File: config.mk
export PLATFORM = sky130hd
export DESIGN_NAME = load_store_unit
export DESIGN_NICKNAME = d
export VERILOG_FILES = /design/src/rtl/load_store_unit.sv
export SDC_FILE = /design/constraint.sdc
export NUM_CORES = 1
export LEC_CHECK = 0
export ABC_AREA = 1
export CELL_PAD_IN_SITES_DETAIL_PLACEMENT = 1
export CELL_PAD_IN_SITES_GLOBAL_PLACEMENT = 2
export CORE_MARGIN = 8
export CORE_UTILIZATION = 24
export DETAILED_ROUTE_END_ITERATION = 12
export GPL_TIMING_DRIVEN = 0
export PLACE_DENSITY_LB_ADDON = 0.1
export SYNTH_ARGS = -nofsm -noshare
export SYNTH_HDL_FRONTEND = slang
export SYNTH_SLANG_ARGS = --single-unit
File: constraint.sdc
create_clock -name clk -period 2.4 [get_ports clk]
set_clock_uncertainty 0.15 [all_clocks]
set_input_delay 0.48 -clock clk [delete_from_list [all_inputs] [get_ports clk]]
set_output_delay 0.48 -clock clk [all_outputs]
set_load 0.01 [all_outputs]
File: src/rtl/load_store_unit.sv
// load_store_unit: turns one RISC-V load/store request into word-aligned RAM
// accesses. Loads read one word and extract/extend the addressed lane. Byte
// and halfword stores are done as read-modify-write because the RAM has no
// byte enables. Misaligned and illegal requests finish without touching RAM.
module load_store_unit (
  input  logic        clk,
  input  logic        rst,
  input  logic        req,
  input  logic        we,
  input  logic [2:0]  funct3,
  input  logic [31:0] addr,
  input  logic [31:0] wdata,
  output logic        busy,
  output logic        done,
  output logic        err,
  output logic [31:0] rdata,
  output logic [31:0] mem_addr,
  output logic [31:0] mem_wdata,
  output logic        mem_read,
  output logic        mem_write,
  input  logic [31:0] mem_rdata
);

  typedef enum logic [2:0] {S_IDLE, S_RD, S_WR, S_DONE, S_ERR} state_t;

  state_t      state_q, state_d;
  logic        we_q, we_d;
  logic [2:0]  funct3_q, funct3_d;
  logic [1:0]  lane_q, lane_d;         // addr[1:0] of the request in flight
  logic [15:0] wdata_q, wdata_d;       // only the sub-word store data is needed later
  logic [31:0] rdata_q, rdata_d;
  logic [31:0] mem_addr_q, mem_addr_d;
  logic [31:0] mem_wdata_q, mem_wdata_d;
  logic        mem_read_q, mem_read_d;
  logic        mem_write_q, mem_write_d;

  logic        can_accept;
  logic        illegal;
  logic        misaligned;
  logic [7:0]  byte_sel;
  logic [15:0] half_sel;
  logic [31:0] load_val;
  logic [31:0] merged;

  // Request decode on the live inputs: illegal encodings and misalignment.
  always_comb begin
    if (we) illegal = (funct3 >= 3'b011);
    else    illegal = (funct3 == 3'b011) || (funct3[2:1] == 2'b11);
    misaligned = ((funct3[1:0] == 2'b01) && addr[0]) ||
                 ((funct3[1:0] == 2'b10) && (addr[1:0] != 2'b00));
  end

  // Lane extraction plus sign/zero extension, and store merge into the read word.
  always_comb begin
    byte_sel = mem_rdata[{lane_q, 3'b000} +: 8];
    half_sel = lane_q[1] ? mem_rdata[31:16] : mem_rdata[15:0];
    case (funct3_q)
      3'b000:  load_val = {{24{byte_sel[7]}}, byte_sel};
      3'b001:  load_val = {{16{half_sel[15]}}, half_sel};
      3'b100:  load_val = {24'd0, byte_sel};
      3'b101:  load_val = {16'd0, half_sel};
      default: load_val = mem_rdata;
    endcase
    merged = mem_rdata;
    if (funct3_q[1:0] == 2'b00) merged[{lane_q, 3'b000} +: 8] = wdata_q[7:0];
    else                        merged[{lane_q[1], 4'b0000} +: 16] = wdata_q;
  end

  // Next-state logic; RAM strobes are computed here so they leave as flop outputs.
  always_comb begin
    state_d     = state_q;
    we_d        = we_q;
    funct3_d    = funct3_q;
    lane_d      = lane_q;
    wdata_d     = wdata_q;
    rdata_d     = rdata_q;
    mem_addr_d  = mem_addr_q;
    mem_wdata_d = mem_wdata_q;
    mem_read_d  = 1'b0;
    mem_write_d = 1'b0;
    // The edge that ends a done cycle can already take the next request.
    can_accept  = (state_q == S_IDLE) || (state_q == S_DONE) || (state_q == S_ERR);

    case (state_q)
      S_RD: begin
        if (we_q) begin
          mem_wdata_d = merged;
          mem_write_d = 1'b1;
          state_d     = S_WR;
        end else begin
          rdata_d = load_val;
          state_d = S_DONE;
        end
      end
      S_WR: begin
        rdata_d = 32'd0;
        state_d = S_DONE;
      end
      default: state_d = S_IDLE;
    endcase

    if (can_accept && req) begin
      we_d       = we;
      funct3_d   = funct3;
      lane_d     = addr[1:0];
      wdata_d    = wdata[15:0];
      mem_addr_d = {addr[31:2], 2'b00};
      if (illegal || misaligned) begin
        rdata_d = 32'd0;
        state_d = S_ERR;
      end else if (we && (funct3 == 3'b010)) begin
        mem_wdata_d = wdata;
        mem_write_d = 1'b1;
        state_d     = S_WR;
      end else begin
        mem_read_d = 1'b1;
        state_d    = S_RD;
      end
    end
  end

  // State and output registers with synchronous reset.
  always_ff @(posedge clk) begin
    if (rst) begin
      state_q     <= S_IDLE;
      we_q        <= 1'b0;
      funct3_q    <= 3'd0;
      lane_q      <= 2'd0;
      wdata_q     <= 16'd0;
      rdata_q     <= 32'd0;
      mem_addr_q  <= 32'd0;
      mem_wdata_q <= 32'd0;
      mem_read_q  <= 1'b0;
      mem_write_q <= 1'b0;
    end else begin
      state_q     <= state_d;
      we_q        <= we_d;
      funct3_q    <= funct3_d;
      lane_q      <= lane_d;
      wdata_q     <= wdata_d;
      rdata_q     <= rdata_d;
      mem_addr_q  <= mem_addr_d;
      mem_wdata_q <= mem_wdata_d;
      mem_read_q  <= mem_read_d;
      mem_write_q <= mem_write_d;
    end
  end

  assign busy      = (state_q != S_IDLE);
  assign done      = (state_q == S_DONE) || (state_q == S_ERR);
  assign err       = (state_q == S_ERR);
  assign rdata     = rdata_q;
  assign mem_addr  = mem_addr_q;
  assign mem_wdata = mem_wdata_q;
  assign mem_read  = mem_read_q;
  assign mem_write = mem_write_q;

endmodule

# Word-level counts from Yosys, hierarchy flattened
# Index checks and enable logic that the tools add are counted.
# word_totals
inputBits,103
elab_cells,73
output_inout_bits,101
register_bits,121
# op_classes
reduce_logical,16
bitwise,1
shift,5
n_lt_le_gt_ge,1
add_sub_neg,2
n_eq_ne,12
mux,26
# op_table
cell,n
two-way mux 32 bit,9
one-hot mux 32 bit (4 select lines),1
bitwise mux 32 bit,2
one-hot mux 32 bit (2 select lines),1
"variable shift 16 x 7 -> 32 bit, first input constant",1
"variable shift 8 x 7 -> 32 bit, first input constant",1
indexed part select 16 x 7 -> 32 bit,1
indexed part select 32 x 6 -> 8 bit,1
indexed part select 8 x 7 -> 32 bit,1
two-way mux 16 bit,1
negation 5 -> 7 bit,2
"equality test 3 x 2 -> 1 bit, second input constant",4
"equality test 3 bit, second input constant",3
two-way mux 1 bit,8
"equality test 3 x 1 -> 1 bit, second input constant",2
logical NOT 3 bit,2
logical OR 1 bit,6
two-way mux 3 bit,2
one-hot mux 3 bit (2 select lines),1
"equality test 2 bit, second input constant",2
logical AND 1 bit,4
">= comparator 3 x 2 -> 1 bit, second input constant",1
nonzero test 3 bit,1
OR reduction 3 bit,1
other kinds (5),5

# Logic depth before layout (Yosys ltp)
# Gate-level depths: netlist of run 1.
# depth
depth_word,9
mapped_depth,13
ltp_nobuf,11

# Worst setup path before layout of run 1
# OpenSTA, ideal clock, no wires.
# synth_path
kind,register -> register
from,register lane_q[0]
to,"register mem_wdata_q[10], in the netlist mem_wdata[10]"
arrival_time_ns,1.908
period_less_slack_ns,2.116
required_time_ns,2.192
path_slack_ns,0.284
path_stages_with_launch,13
setup_ns,0.058
n_path_buf,2
path_cell_list,dfxtp_1 -> inv_1 -> clkbuf_1 -> ha_1 -> buf_2 -> inv_1 -> nor3_2 -> nand2_1 -> nand2_1 -> nand2_1 -> nand2_1 -> nand3_1 -> nand2_1
# synth_between
elab_chain_cells,9
elab_cells_between_ends,10
cone_classes,1 x add/sub; 2 x shift; 7 x mux
# synth_rtl
element,line,text
start: declaration,29,"logic [1:0] lane_q, lane_d;"
start signal: assignment,139,lane_q <= lane_d;
negation 5 -> 7 bit (*),65,"if (funct3_q[1:0] == 2'b00) merged[{lane_q, 3'b000} +: 8] = wdata_q[7:0];"
indexed part select 8 x 7 -> 32 bit / variable shift 8 x 7 -> 32 bit (equally long branches),65,
bitwise mux 32 bit (*),65,
two-way mux 32 bit (*),65,
two-way mux 32 bit (*),86,if (we_q) begin
two-way mux 32 bit (*),84,case (state_q)
two-way mux 32 bit,111,end else if (we && (funct3 == 3'b010)) begin
two-way mux 32 bit,108,if (illegal || misaligned) begin
two-way mux 32 bit (*),102,if (can_accept && req) begin
end signal: assignment,143,mem_wdata_q <= mem_wdata_d;
end: declaration,33,"logic [31:0] mem_wdata_q, mem_wdata_d;"
# Every way passes the cells marked *; elsewhere a longest branch is shown, timed or not.
# A chain may end at the register's enable or synchronous reset.

# Final worst setup path of run 1
# layout_path
from,register lane_q[1]
to,"register mem_wdata_q[22], in the netlist mem_wdata[22]"
# layout_between
elab_chain_cells,9
elab_cells_between_ends,14
cone_classes,2 x add/sub; 4 x shift; 8 x mux
# layout_rtl
element,line,text
"negation 5 -> 7 bit, on equally long branches","66, 65",
"indexed part select 16 x 7 -> 32 bit, or another cell as far along",66,"else merged[{lane_q[1], 4'b0000} +: 16] = wdata_q;"
"bitwise mux 32 bit, on equally long branches","66, 65",
two-way mux 32 bit (*),65,
two-way mux 32 bit (*),86,
two-way mux 32 bit (*),84,
two-way mux 32 bit,111,
two-way mux 32 bit,108,
two-way mux 32 bit (*),102,
# Marks and branches as above.

==> results of run 1 <==
==> final timing paths <==
check | startpoint | endpoint | slack [ns] | cells past startpoint
worst max-delay path | lane_q[1]$_SDFFE_PP0P_ | mem_wdata[22]$_SDFF_PP0_ | 0.1 | 13
worst min-delay path | rst | state_q[1]$_SDFF_PP0_ | 0.22 | 2
worst min register to register | rdata[18]$_SDFF_PP0_ | rdata[18]$_SDFF_PP0_ | 0.31 | 2
worst max register to register | lane_q[1]$_SDFFE_PP0P_ | mem_wdata[22]$_SDFF_PP0_ | 0.1 | 13
==> power groups by stage <==
stage | Sequential [mW] | Combinational, mW | Clock (mW)
global placement | 2.23 | 1.36 | 0
floorplan | 2.25 | 0.685 | 0
global route | 2.20 | 1.57 | 2.91
CTS | 2.19 | 1.42 | 2.82
finish | 2.19 | 1.42 | 2.75
detailed placement | 2.23 | 1.37 | 0
==> area by class of cell <==
class / count / area (um2)
clock buffer: 17 / 425
timing repair buffer: 205 / 2050
inverter: 75 / 290
clock inverter: 15 / 180
fill: 3467 / 17200
buffer: 61 / 320
tap: 341 / 427
multi-input combinational: 828 / 3640
sequential: 121 / 2420
==> layer usage <==
layer	wire length (um)	track usage [%]	share of wire, %	vias up
met4	398	4.33	1.3	0
met1	14600	24.3	46	3585
met3	1610	4.15	5.1	24
li1	-	-	-	3881
met5	0	0	0	-
met2	15000	31.9	47	168
==> state kept, by name, summed over array words and instances (netlist names), 2 cells and up <==
signal and count:
rdata 32, mem_addr 30, lane_q 2, funct3_q 3, wdata_q 16, state_q 3
mem_wdata 32
==> timing repair <==
action,in CTS,in global routing
pin swaps,3,3
buffers inserted,5,0
resized for setup,11,21
setup endpoints to repair,32,33
==> stage by stage <==
step	hold WS [ns]	utilization [%]	power [mW]	setup slack [ns]
global placement	0.304	33.5	3.59	-0.346
CTS	0.218	36.1	6.43	0.0126
detailed placement	0.308	33.5	3.60	-0.378
floorplan	0.308	-	2.93	0.284
finish	0.223	36.2	6.36	0.0957
global route	0.233	36.2	6.68	-0.0143
==> cell usage after synthesis (4+ instances only) <==
master      n  area, um2
inv_1      64        240
buf_2      29        145
o211ai_1    7       52.6
nor2_1    103        387
clkinv_1    4       15.0
dfxtp_1   121       2420
a21oi_1    90        450
clkbuf_1   17       63.8
o21ai_0    77        385
inv_2       7       26.3
nand3_1    77        385
buf_1       7       26.3
buf_4       7       52.6
ha_1        5       62.6
nor3_2      4       40.0
nand2_1   444       1670
==> kinds of logic (layout without fill, tap and decap cells) <==
kind of cell    after synthesis  in the layout
simple gates                640            640
flops                       121            121
fa+ha+maj                     5              5
buf+inv                     137            373
other cells                   1              2
compound gates              181            181
==> run metrics, run 1 <==
HPWL after DPL=25.1 mm; initial antenna violation count=0; CP most frequent cell=nand2_1; DR vias/cell=4.60; CTS clk-pin slew, worst paths=0.07 ns; number of flops mapped to enable cells by yosys=0; Critical Path End Type=flop; Seq pwr share=34.4%; DRC errors left=0; total iterations of the first detailed-routing run=4; Startpoint Class=flop; CP Cell Sequence=buf_6 -> inv_4 -> buf_6 -> ha_2 -> buf_8 -> inv_1 -> nor2_2 -> nand2_2 -> o21ai_0 -> nand2_1 -> nand2_1 -> nand3_1 -> nand2_1; Ant. Diodes=0; vias in the first global route=8,191; Cells after Synth=1,085; PD cells=651 nW/um2; largest family of logic cells by synthesized area=simple AND/OR/NAND/NOR gates; die area=33,100 um2; IO Pins=204; initial drt markers=416; CTS Buffer Depth=2; prevailing post-synth register cell=dfxtp_1; Worst Path Arrival=2.53 ns; Max Cap Viol=0; setup violators final=0; most frequent cells in the layout=443 x nand2_1, 199 x clkdlybuf4s50_1, 119 x dfxtp_1, 99 x nor2_1, 90 x a21oi_1; Setup TNS=0 ns; Avg Cell Area, Syn=6.09 um2; Slowest-stage cell, CP=dfxtp_2; Crit path buffers/inverters=5; core region area=27,000 um2; Seq/Total Area, Yosys=36.7%; WS Path Type=flop to flop; GRT Overall Usage=18.9%; cell area after placement=9030 um2; Worst Path Max Fanout=12; Congestion Overflow GR=0; share of layout cells above drive strength 1=8.32%; placed cell count=1,627; Rel. slew slack=56.6%; Chip Height=182 um; design area=9770 um2; total CTS buffers=17; P_int=4.26 mW; Netlist cell types=31; CTS Root Cell=clkbuf_16; mux share of post-synthesis cell area=0%; minimum clock period=2.30 ns; leak pwr=4.27 nW; Max VDD drop=0.334 mV; Switching Power=2.09 mW; Final Hold Violating Endpoints=0; Yosys Warn Count=0; CP top delay family=buffers and inverters; Layout Nets=1,417; first-pass GRT wire length=48.5 mm; Die X=182 um; worst-skew pair later-pin latency=0.43 ns; Initial Util=24.5%; Worst Max-Slew Pin Slew=0.651 ns; slowest stage delay, CP=0.35 ns; ratio of final minimum period to clock period=96.0%; Post-Route WL=31.6 mm; Synth async-reset ratio=0%; Post-Synth Adder-Cell Area=0.948%; Placer Congestion=0.855; port bufs=200; outcome=finished, final reports clean; Net Sw Frac=32.9%; via count=7,658; clock network fraction of design power=43.2%; HP Class=primary input to flop; Worst Path Required=2.62 ns; row count=60; synth-to-layout area growth=47.9%; htree depth=4; Logic pwr share=22.4%; Clock Sinks=121; max frequency=434 MHz; fin cells=1,663; DR WL/cell=19.0 um; Simple-Gate Fraction of Synth Area=39.3%; ANT nets after route=0; Post-Synth XOR/XNOR Area=0%; CTS tree=built; pin count of the biggest net entering global routing=17; max-slew violation count=0; commonest non-fill, non-tap cell in the layout=nand2_1; Post-Syn Area=6600 um2; hold_buf cts=0; Yosys reg bits=121; Compound-Gate Fraction of Synth Area=14.1%
No activity file was read; power rests on OpenSTA's default activity.
==> inputs of run 2 (changes only) <==
- ABC_AREA: 1 -> 0
- CORE_UTILIZATION: 24 -> 26
==> run metrics, run 2 <==
outcome=finished, final reports clean; commonest non-fill, non-tap cell in the layout=clkdlybuf4s50_1; CTS clk-pin slew, worst paths=0.06 ns (about the same); Initial Util=26.4% (+1.9 points); max frequency=426 MHz (-1.9%); Max Cap Viol=0 (unchanged); Layout Nets=1,101 (-22%); Seq/Total Area, Yosys=39.1% (+2.4 points); CTS tree=built; top-count cell post-synth=nand2_1; Die X=170 um (-6.3%); port bufs=200 (unchanged); Yosys Warn Count=0 (unchanged); htree depth=4 (unchanged); initial drt markers=436 (+4.8%); Worst Path Required=2.60 ns (-0.02 ns); HP Start=mem_addr[2]$_SDFFE_PP0P_; Clock Sinks=121 (unchanged); WS Path Type=flop to flop; Synth area leaders=dfxtp_1 39%, nand2_1 8.5%, a21oi_1 8.2%; r2r startpoint=lane_q[0]$_SDFFE_PP0P_; Worst Path Max Fanout=10 (-2); area share of the largest cell type after synthesis=39.1% (+2.4 points); CTS Buffer Depth=2 (unchanged); most frequent cells in the layout=196 x clkdlybuf4s50_1, 141 x nand2_1, 117 x dfxtp_1, 101 x a21oi_1, 46 x clkbuf_1; Avg Cell Area, Syn=8.03 um2 (+32%); ratio of final minimum period to clock period=97.8% (+1.8 points); DR vias/cell=5.09 (+11%); pre-CTS WS=-0.703 ns (-0.325 ns); GRT Overall Usage=19.7% (+0.72 points); end of the worst register-to-register path=mem_wdata[14]$_SDFF_PP0_; Max VDD drop=0.455 mV (+36%); Yosys reg bits=121 (unchanged); die area=29,100 um2 (-12%); final worst slack=0.0522 ns (-0.0434 ns); IO Pins=204 (unchanged); pin count of the biggest net entering global routing=17 (unchanged); Post-Syn Area=6200 um2 (-6.1%); worst-skew pair later-pin latency=0.43 ns (about the same); Critical Path End Type=flop; row count=56 (-6.7%); Synth async-reset ratio=0% (unchanged); Chip Height=170 um (-6.3%); initial antenna violation count=2 (+2); Hold Path Stages=2 (unchanged); worst reg2reg path depth=8 (-5); Rel. slew slack=47.7% (-8.9 points); core region area=23,500 um2 (-13%); post-synth top area cell=dfxtp_1; share of layout cells above drive strength 1=9.74% (+1.4 points); HP Class=flop to flop; synth-to-layout area growth=50.9%; Post-Route WL=28.7 mm (-9.2%); DR WL/cell=21.6 um (+14%); minimum clock period=2.35 ns (+0.0434 ns); fillers=2,788 (-20%); total iterations of the first detailed-routing run=5 (+1); CTS Root Cell=clkbuf_16; Startpoint Class=flop; DRC errors left=0 (unchanged); Tot Pwr=6.86 mW (+7.9%); top post-synthesis cells by count=141 x nand2_1, 121 x dfxtp_1, 102 x a21oi_1, 58 x clkbuf_1, 44 x nor2_1; placed cell count=1,292 (-21%); leak pwr=3.21 nW (-25%); Cells after Synth=772 (-29%); total CTS buffers=17 (unchanged); HPWL after DPL=22.5 mm (-10%); ANT nets after route=0 (unchanged); first-pass GRT wire length=43.2 mm (-11%); vias in the first global route=7,067 (-14%); Congestion Overflow GR=0 (unchanged); number of flops mapped to enable cells by yosys=0 (unchanged); Worst Path Arrival=2.54 ns (about the same); fin cells=1,325 (-20%); Final Hold Violating Endpoints=0 (unchanged); max-slew violation count=0 (unchanged); Netlist cell types=58 (+87%); Worst Max-Slew Pin Slew=0.784 ns (+0.133 ns); via count=6,748 (-12%); Ant. Diodes=0 (unchanged); Placer Congestion=0.857 (+0.18%); setup violators final=0 (unchanged); PD cells=733 nW/um2 (+13%); flop2flop setup slack=0.05 ns (-0.04 ns); prevailing post-synth register cell=dfxtp_1; Min-Delay Endpoint=mem_addr[2]$_SDFFE_PP0P_
[run 2: cell types whose count changed in the layout (fill, tap and decap cells not counted), sizes merged, moves of 18 or more]
cell	before	now
a211oi	0	18
buf	49	16
clkbuf	34	76
inv	79	16
nand2	446	141
nand2b	0	18
nand3	79	5
nand3b	1	32
nor2	108	44
o21ai	79	8
o311ai	0	18
[run 2: kinds of logic (layout without fill, tap and decap cells)]
logic type / Yosys count / in the layout / share of synthesized area [%]
fa+ha+maj: 5 / 5 / 1.01
other cells: 1 / 2 / 0.0605
buf+inv: 88 / 321 / 5.87
compound gates: 243 / 243 / 26.3
simple gates: 283 / 283 / 22.3
mux: 30 / 30 / 5.35
flops: 121 / 121 / 39.1
xor+xnor: 1 / 1 / 0.141
[run 2: worst max-delay path: stages, from the launching register on]
cell      delay (ns)
dfxtp_2         0.36
buf_8           0.11
inv_1           0.06
ha_1            0.23
or3b_4          0.45
buf_6           0.16
o311ai_1        0.32
o211ai_1        0.21
a211oi_1        0.22
[run 2: how the worst max path moves through the flow]
| stage | cells after the start | to | from | slack [ns] |
|---|---|---|---|---|
| after floorplan | 9 | mem_wdata[24]$_SDFF_PP0_ | lane_q[1]$_SDFFE_PP0P_ | 0.07 |
| after global placement | 6 | mem_wdata[27]$_SDFF_PP0_ | we | -0.68 |
| after detailed placement | 6 | mem_wdata[27]$_SDFF_PP0_ | we | -0.70 |
| after CTS | 5 | mem_wdata[5]$_SDFF_PP0_ | funct3_q[1]$_SDFFE_PP0P_ | 0.02 |
| after global routing | 8 | mem_wdata[29]$_SDFF_PP0_ | lane_q[0]$_SDFFE_PP0P_ | -0.005 |
| final | 8 | mem_wdata[14]$_SDFF_PP0_ | lane_q[0]$_SDFFE_PP0P_ | 0.05 |
[run 2: through the flow]
stage	hold WS, ns	TNS (ns)	util [%]	instance area [um2]
floorplan	0.293	0	-	6210
global placement	0.290	-30.24	36.7	8610
detailed placement	0.298	-32.25	36.7	8610
CTS	0.304	0	39.5	9260
global route	0.321	-0.0112	39.9	9360
finish	0.304	0	39.9	9360
[run 2: timing repair]
| action | CTS | global route |
|---|---|---|
| endpoints found under the setup margin | 88 | 75 |
| pin swaps | 2 | 2 |
| buffers inserted | 0 | 5 |
| gates resized for setup | 36 | 35 |
| hold buffers | 0 | 0 |
| hold endpoints to repair | 0 | 0 |
[run 2: report_power, final]
| part | leakage [nW] | internal (mW) | switching [mW] |
|---|---|---|---|
| Combinational | 1.94 | 0.817 | 1.12 |
| Clock | 0.280 | 1.53 | 1.07 |
| Sequential | 0.987 | 2.19 | 0.134 |
[run 2: area by class of cell]
class | instances | area [um2] | share of cell area (%)
multi-input combinational | 564 | 3520 | 37.6
sequential | 121 | 2430 | 26.0
timing repair buffer | 205 | 2050 | 21.9
clock buffer | 18 | 429 | 4.59
tap | 319 | 399 | 4.26
buffer | 69 | 324 | 3.46
clock inverter | 14 | 148 | 1.58
inverter | 15 | 58.8 | 0.628
[run 2: metal layers]
layer  vias up  GRT usage, %  share of wire [%]
met5         -             0              0.094
met3        37          5.82                7.1
li1       3267             -                  -
met4         4          5.61                1.9
met2       205          32.2                 47
met1      3235          24.6                 44
==> inputs of run 3 (changes only) <==
- CAP_MARGIN: default -> 20
==> run metrics, run 3 (synthesis results as in run 2) <==
minimum clock period=2.36 ns (+0.00841 ns); worst-skew pair later-pin latency=0.43 ns (about the same); via count=6,786 (+0.56%); max frequency=424 MHz (-0.36%); leak pwr=3.29 nW (+2.3%); HP Class=flop to flop; Worst Path Required=2.59 ns (about the same); Die X=170 um (unchanged); sequential cell area=2430 um2 (+0.21%); Post-Route WL=28.8 mm (+0.28%); CTS Root Cell=clkbuf_16; area occupied by multi-input gates=3560 um2 (+1.1%); setup violators final=0 (unchanged); Worst Path Max Fanout=10 (unchanged); share of layout cells above drive strength 1=10.2% (+0.46 points); DR vias/cell=5.11 (+0.26%); PD cells=719 nW/um2 (-1.9%); hold slack=0.304 ns (+0.000259 ns); initial drt markers=381 (-13%); synth-to-layout area growth=52.3%; max-slew violation count=0 (unchanged); DRC errors left=0 (unchanged); vias in the first global route=7,109 (+0.59%); first-pass GRT wire length=43.4 mm (+0.48%); CTS Buffer Depth=2 (unchanged); CTS tree=built; total CTS buffers=17 (unchanged); Initial Util=26.4% (unchanged); CP Cell Sequence=buf_8 -> inv_4 -> ha_4 -> or3b_4 -> clkbuf_16 -> o311ai_2 -> o211ai_1 -> a211oi_1; outcome=finished, final reports clean; Rel. slew slack=43.5% (-4.2 points); Worst Max-Slew Pin Slew=0.847 ns (+0.0632 ns); Max VDD drop=0.465 mV (+2.2%); most frequent cells in the layout=195 x clkdlybuf4s50_1, 140 x nand2_1, 117 x dfxtp_1, 102 x a21oi_1, 45 x clkbuf_1; Final Hold Violating Endpoints=0 (unchanged); htree depth=4 (unchanged); total iterations of the first detailed-routing run=5 (unchanged); Congestion Overflow GR=0 (unchanged); row count=56 (unchanged); slowest stage delay, CP=0.46 ns (about the same); CP top delay family=compound AO/OA/AOI/OAI gates; RSZ-0062 raised after global routing=yes; initial antenna violation count=2 (unchanged); Crit path buffers/inverters=3 (unchanged); die area=29,100 um2 (unchanged); Ant. Diodes=0 (unchanged); Chip Height=170 um (unchanged); Critical Path End Type=flop; commonest non-fill, non-tap cell in the layout=clkdlybuf4s50_1; ANT nets after route=0 (unchanged); CTS clk-pin slew, worst paths=0.06 ns (about the same); WS Path Type=flop to flop; ratio of final minimum period to clock period=98.2% (+0.35 points); port bufs=200 (unchanged); DR WL/cell=21.6 um (about the same); Tot Pwr=6.79 mW (-0.94%); HPWL after DPL=22.5 mm (-0.10%); IO Pins=204 (unchanged); Worst Path Arrival=2.54 ns (about the same); fillers=2,788 (unchanged); GRT Overall Usage=19.7% (+0.026 points); Layout Utilization=40.3% (+0.38 points); Slowest-stage cell, CP=or3b_4; pin count of the biggest net entering global routing=17 (unchanged); Placer Congestion=0.857 (unchanged); core region area=23,500 um2 (unchanged); Layout Nets=1,105 (+0.36%); Clock Sinks=121 (unchanged); Max Cap Viol=0 (unchanged); Startpoint Class=flop
-- run 3: stage by stage --
stage          setup WS (ns)  std cells  cell area, um2  setup TNS (ns)
6_report              0.0438       1329            9450               0
5_1_grt              -0.0191       1329            9450         -0.0531
4_1_cts              0.00774       1323            9250               0
3_5_place_dp          -0.718       1293            8610          -32.78
3_3_place_gp          -0.678       1292            8610          -30.24
2_1_floorplan         0.0744        773            6210               0
-- run 3: repair_timing --
item,CTS,global route
gates resized for setup,33,46
setup buffers,0,5
pin swaps,2,5
hold buffers,0,0
setup endpoints to repair,88,63
cloned,0,1
-- run 3: metal layers --
| metal | global-route usage [%] | up-vias | part of all wire [%] |
|---|---|---|---|
| li1 | - | 3281 | - |
| met1 | 24.6 | 3251 | 44 |
| met2 | 32.0 | 206 | 46 |
| met3 | 5.38 | 44 | 6.5 |
| met4 | 7.02 | 4 | 2.6 |
| met5 | 0 | - | 0.094 |
-- run 3: tightest hold or removal path, stage by stage (launching register included) --
cell and delay (ns):
dfxtp_1 0.30, nand2_1 0.05, a21oi_1 0.05
-- run 3: final timing paths --
check / start / to / slack [ns] / depth (start not counted)
min: rdata[1]$_SDFF_PP0_ / rdata[1]$_SDFF_PP0_ / 0.30 / 2
max reg2reg: lane_q[1]$_SDFFE_PP0P_ / mem_wdata[31]$_SDFF_PP0_ / 0.04 / 8
min reg2reg: rdata[1]$_SDFF_PP0_ / rdata[1]$_SDFF_PP0_ / 0.30 / 2
max: lane_q[1]$_SDFFE_PP0P_ / mem_wdata[31]$_SDFF_PP0_ / 0.04 / 8
-- run 3: area by class of cell --
cell class / count / area share [%]
well taps: 319 / 4.22
clock buffers: 18 / 4.65
repair buffers: 207 / 22.0
multi-input cells: 564 / 37.7
clock inverters: 14 / 1.30
flip-flops and latches: 121 / 25.8
plain buffers: 71 / 3.72
inverters: 15 / 0.622
-- run 3: where the power goes --
part	switching [mW]	total, mW	internal, mW
sequential	0.129	2.32	2.19
combinational	1.14	1.98	0.838
clock	1.05	2.50	1.45
total	2.32	6.79	4.48
